`src/rtl/shift_seq.sv`:
```
// shift_seq: multi-cycle shift sequencer that drives a single-step shifter.
//   A command (op, amt, din) is loaded into an accumulator. The shifter is
//   then stepped once per clock, and each step's dout/c is fed back into the
//   accumulator. The final value and carry are held for downstream logic.
// Ports:
//   clk, rst_n            clock, asynchronous active-low reset
//   start, op, amt, din   command strobe, shifter sel code, step count, operand
//   sh_din, sh_sel        to shifter (accumulator, latched op while shifting)
//   sh_dout, sh_c         from shifter
//   busy, done            shifting / one-cycle result strobe
//   dout, c, z, n         result, last carry, optional zero/negative flags
// Build option: define SHIFT_FLAGS_EN to register z/n on entry to DONE;
//   otherwise z and n are tied to 0.
module shift_seq #(
  parameter int bw = 8,
  parameter int cw = 3
) (
  input  logic          clk,
  input  logic          rst_n,
  input  logic          start,
  input  logic [2:0]    op,
  input  logic [cw-1:0] amt,
  input  logic [bw-1:0] din,
  output logic [bw-1:0] sh_din,
  output logic [2:0]    sh_sel,
  input  logic [bw-1:0] sh_dout,
  input  logic          sh_c,
  output logic          busy,
  output logic          done,
  output logic [bw-1:0] dout,
  output logic          c,
  output logic          z,
  output logic          n
);

  typedef enum logic [1:0] {IDLE, SHIFT, DONE} state_t;

  state_t          state_q, state_d;
  logic [bw-1:0]   acc_q, acc_d;
  logic [cw-1:0]   cnt_q, cnt_d;
  logic [2:0]      opr_q, opr_d;
  logic            c_q, c_d;
  logic            accept, passthru;

  // A start is only honoured outside SHIFT; DONE accepts for back-to-back use.
  assign accept   = start && (state_q != SHIFT);
  // Moves (000/110/111) and zero-step commands skip the shifter entirely.
  assign passthru = (amt == '0) || (op == 3'b000) || (op == 3'b110) || (op == 3'b111);

  always_comb begin
    state_d = state_q;
    acc_d   = acc_q;
    cnt_d   = cnt_q;
    opr_d   = opr_q;
    c_d     = c_q;
    case (state_q)
      SHIFT: begin
        acc_d   = sh_dout;
        c_d     = sh_c;
        cnt_d   = cnt_q - cw'(1);
        state_d = (cnt_q == cw'(1)) ? DONE : SHIFT;
      end
      default: begin
        if (accept) begin
          acc_d   = din;
          cnt_d   = amt;
          opr_d   = op;
          c_d     = 1'b0;
          state_d = passthru ? DONE : SHIFT;
        end else begin
          state_d = IDLE;
        end
      end
    endcase
  end

  always_ff @(posedge clk or negedge rst_n) begin
    if (!rst_n) begin
      state_q <= IDLE;
      acc_q   <= '0;
      cnt_q   <= '0;
      opr_q   <= 3'b000;
      c_q     <= 1'b0;
    end else begin
      state_q <= state_d;
      acc_q   <= acc_d;
      cnt_q   <= cnt_d;
      opr_q   <= opr_d;
      c_q     <= c_d;
    end
  end

`ifdef SHIFT_FLAGS_EN
  logic z_q, n_q;
  logic flag_ld;

  // Entry into DONE: either the last shift step or an accepted pass-through
  // (the latter also covers DONE -> DONE on a back-to-back command).
  assign flag_ld = (state_d == DONE) && ((state_q == SHIFT) || accept);

  always_ff @(posedge clk or negedge rst_n) begin
    if (!rst_n) begin
      z_q <= 1'b0;
      n_q <= 1'b0;
    end else if (flag_ld) begin
      z_q <= (acc_d == '0);
      n_q <= acc_d[bw-1];
    end
  end

  assign z = z_q;
  assign n = n_q;
`else
  assign z = 1'b0;
  assign n = 1'b0;
`endif

  assign busy   = (state_q == SHIFT);
  assign done   = (state_q == DONE);
  assign sh_din = acc_q;
  assign sh_sel = busy ? opr_q : 3'b000;
  assign dout   = acc_q;
  assign c      = c_q;

endmodule

```
`config.mk`:
```
export PLATFORM = sky130hd
export DESIGN_NAME = shift_seq
export DESIGN_NICKNAME = d
export VERILOG_FILES = /design/src/rtl/shift_seq.sv
export SDC_FILE = /design/constraint.sdc
export NUM_CORES = 1
export LEC_CHECK = 0
export BUFFER_PORTS_ARGS = -buffer_cell sky130_fd_sc_hd__buf_2
export CORE_MARGIN = 3
export CORE_UTILIZATION = 46
export CTS_BUF_LIST = sky130_fd_sc_hd__clkbuf_16
export CTS_CLUSTER_DIAMETER = 40
export CTS_CLUSTER_SIZE = 24
export DETAILED_ROUTE_END_ITERATION = 16
export PLACE_DENSITY = 0.89
export SLEW_MARGIN = 20
export SYNTH_ARGS = -nofsm -noshare
export SYNTH_HDL_FRONTEND = slang
export SYNTH_SLANG_ARGS = --single-unit
```
`constraint.sdc`:
```
create_clock -name clk -period 3.7 [get_ports clk]
set_input_delay 0.185 -clock clk [delete_from_list [all_inputs] [get_ports clk]]
set_output_delay 0.185 -clock clk [all_outputs]
set_load 0.01 [all_outputs]
```
# Word level (Yosys, flattened, before mapping)
# Index checks and enable logic that the tools add are counted.
[word_totals] regBits=17 in_bits=26 elab_cells=32
[op_classes] add_sub_neg=1 eq_ne=6 mux=11 n_bitwise=1 reduce_logical=8
[op_table] cell="$mux 8" n=2
[op_table] cell="$mux 3" n=3
[op_table] cell="$mux 2" n=4
[op_table] cell="$eq 3x3->1 const B" n=2
[op_table] cell="$logic_not 3->1" n=2
[op_table] cell="$eq 3x1->1 const B" n=1
[op_table] cell="$logic_or 1x1->1" n=3
[op_table] cell="$sub 3x1->3 const B" n=1
[op_table] cell="$eq 2x1->1 const B" n=1
[op_table] cell="$eq 2x2->1 const B" n=1
[op_table] cell="$mux 1" n=2
[op_table] cell="$ne 2x1->1 const B" n=1
[op_table] cell="$reduce_and 2->1" n=1
[op_table] cell="$reduce_bool 2->1" n=1
[op_table] cell="$logic_and 1x1->1" n=1
[op_table] cell="$not 1->1" n=1

# Logic depth before layout (Yosys ltp)
[logic_depth] ltp_word=7 ltp_mapped=5 ltp_nobuf=5

# Worst setup path after synthesis
# Ideal clock, no wire load.
[synth_path] path_type="reg2reg" start="register state_q[1]" end="register cnt_q[2]" setup_time_ns=0.123 arrival_time_ns=1.086 setup_slack_ns=2.491 stages_incl_launch_ff=5 path_buffers=0 period_less_slack_ns=1.209 path_cell_list="dfrtp_1 > nand2b_4 > inv_4 > mux2_4 > o221a_1"
[synth_via] elab_chain_len=3 word_cells_on_any_way=5
[synth_rtl] element="start: declaration" line="38" rtl="state_t state_q, state_d;"
[synth_rtl] element="start signal: assignment" line="85" rtl="state_q <= state_d;"
[synth_rtl] element="$ne 2x1->1" line="46" rtl="assign accept = start && (state_q != SHIFT);"
[synth_rtl] element="$logic_and 1x1->1" line="46"
[synth_rtl] element="$reduce_bool 2->1 (no line)"
[synth_rtl] element="end signal: assignment" line="87" rtl="cnt_q <= cnt_d;"
[synth_rtl] element="end: declaration" line="40" rtl="logic [cw-1:0] cnt_q, cnt_d;"
# Parallel ways exist; a longest one is shown, timed or not.
# A chain may end at the register's enable or synchronous reset.

# Worst setup path in the final report
[layout_path] start="register state_q[1]" end="output port sh_sel[2]"
[layout_via] elab_chain_len=2
[layout_rtl] element="$eq 2x1->1" line="118" rtl="assign busy = (state_q == SHIFT);"
[layout_rtl] element="$mux 3" line="121" rtl="assign sh_sel = busy ? opr_q : 3'b000;"
[layout_rtl] element="end: declaration" line="25" rtl="output logic [2:0] sh_sel,"
# Every way passes these cells.

==> results.json <==
{
  "powerDensity_nw_per_um2": 839,
  "via_per_inst": 4.90,
  "io_pins": 50,
  "p_leak_nw": 0.640,
  "rsz0062_at_grt": "false",
  "layout.cells.non_filler": 155,
  "netlist_instances": 90,
  "setup_viol": 0,
  "crit_fanout": 28,
  "vias": 760,
  "finalHoldViolCount": 0,
  "htreeDepth": 1,
  "finClkSkew_ns": 0.000896,
  "portBuffers": 47,
  "dr.pass1.iters": 5,
  "antenna_cells": 0,
  "drv_slew": 0,
  "layout_common_cells": "buf_2, dfrtp_1, nand2_1",
  "track_usage_pct": 17.9,
  "drc": 0,
  "grt_overflow_total": 0,
  "grt_pass1_wl_um": 3500,
  "gp_congestion": 0.765,
  "maxCapViolCount": 0,
  "cts_tree": "yes",
  "min_period_ns": 1.49,
  "clk_pin_slew_ns": 0.05,
  "min_path_type": "in2reg",
  "fin_nets": 159,
  "fin_tns_setup_ns": 0,
  "rows": 15,
  "worst_setup_path_end_kind": "output pin",
  "placedCellCount": 150,
  "critPathMaxStageDelay_ns": 0.37,
  "synth_seq_area_share_pct": 46.4,
  "first_global_vias": 775,
  "syn_area_per_cell_um2": 10.2,
  "routedWlPerCell_um": 13.0,
  "crit_chain": "nand2b_4 > inv_4 > and2_1 > buf_2",
  "drtAntennaViolNets": 0,
  "dpl.hpwl_um": 1440,
  "grt_max_degree": 29,
  "synthFlopType": "dfrtp_1",
  "die_area_um2": 2570,
  "path_buf_inv": 2,
  "antenna_found_initial": 0,
  "start_util_pct": 50.9,
  "layout_commonest_cell": "buf_2",
  "syn2layout_area_growth_pct": 29.2,
  "irDropWorstVdd_mv": 0.481,
  "min_period_over_period_pct": 40.4,
  "cp.required_ns": 3.51,
  "ys_warn_count": 0,
  "synth_area_um2": 917,
  "drtIter0Drc": 13,
  "routed_wl_um": 2010,
  "clkSinkCount": 17,
  "clockRootBuffer": "clkbuf_16",
  "cts_max_path_buffers": 2,
  "final_layout_size_suffix_gt1_share_pct": 43.8,
  "cp-start-kind": "register",
  "async_flop_share_pct": 100,
  "clock_latency_ns": 0.25,
  "die_h_um": 50.7,
  "outcome": "finished clean",
  "max_freq_ghz": 0.669,
  "ys_types": 25,
  "slowest_stage": "dfrtp_1",
  "cpLargestDelayFamily": "flip-flops",
  "cts_buffers": 3,
  "ys_ff_latch": 17,
  "n_fill_cell": 158,
  "core-area_um2": 1800,
  "path_class": "reg2out",
  "crit_arrival_ns": 1.31,
  "synth_edf_count": 0,
  "die_w_um": 50.7
}
final timing paths:
kind                            start        end  slack, ns  cells after the start
min                        sh_dout[3]    dout[3]       0.14                      3
min reg2reg                  opr_q[1]   opr_q[1]       0.50                      1
max                        state_q[1]  sh_sel[2]       2.21                      4
max in group asynchronous       rst_n    dout[0]       3.05                      2
max reg2reg                state_q[1]   cnt_q[2]       2.30                      4
min in group asynchronous       rst_n   opr_q[2]       0.38                      2
registers in the layout, summed over array words and instances, names as in the netlist:
name / cells
c: 1
cnt_q: 3
dout: 8
opr_q: 3
state_q: 2
cell type report:
type                       count  area, µm²  area share, %
clock inverter                 1       5.00          0.422
clock buffer                   3       75.1           6.34
multi-input combinational     57        385           32.5
sequential                    17        425           35.9
tap                           25       31.3           2.64
inverter                       4       17.5           1.48
timing repair buffer          48        245           20.7
worst register-to-register path, stage by stage, from the launching register on:
cell      delay [ns]
dfrtp_1         0.37
nand2b_4        0.17
inv_4           0.20
mux2_4          0.32
o221a_1         0.22
routing by layer:
metal | GRT usage (%) | vias up | wire length, µm
li1 | - | 377 | -
met1 | 21.4 | 344 | 762
met2 | 32.6 | 33 | 1100
met5 | 0 | - | 0
met4 | 5.38 | 0 | 24
met3 | 2.97 | 6 | 130
per-stage QoR:
stage / power [mW] / instance area, µm² / util, % / hold slack (ns) / worst slack, ns
after floorplan: 0.669 / 921 / - / -0.111 / 2.49
after global placement: 0.757 / 1090 / 60.8 / 0.119 / 2.35
after detailed placement: 0.774 / 1090 / 60.8 / 0.125 / 2.31
after CTS: 1.00 / 1180 / 65.8 / 0.141 / 2.22
after global routing: 1.07 / 1180 / 65.8 / 0.160 / 2.13
final: 0.995 / 1180 / 65.8 / 0.142 / 2.21
power breakdown:
part           internal [mW]  leakage, nW  switching (mW)
Combinational          0.196        0.395           0.243
Sequential             0.279        0.203          0.0589
Clock                  0.145       0.0409          0.0728
Total                  0.620        0.640           0.375
logic make-up after synthesis:
group	after synthesis	share of synthesized area (%)
AND/OR/NAND/NOR	23	12.3
flip-flops	17	46.4
multiplexers	12	14.1
other	1	0.409
AO/OA/AOI/OAI	18	12.1
buffers and inverters	17	12.0
adder cells (fa/ha/maj)	2	2.73
what timing repair did:
item                      4_1_cts  5_1_grt
hold endpoints to repair       17        0
resized for setup               0        0
hold buffers                    1        0
setup buffers                   0        0
cells in the mapped netlist, types with 2 or more instances:
master   instances  area [µm²]
inv_1            3        11.3
ha_1             2        25.0
mux2i_1          8        80.1
o21ai_0         11        55.1
mux2_2           3        33.8
a21oi_1          2        10.0
nor3_1           2        10.0
buf_2            2        10.0
nand2_1         13        48.8
and2_1           3        18.8
dfrtp_1         17         425
buf_4           11        82.6
Power figures use the tool's default switching activity.
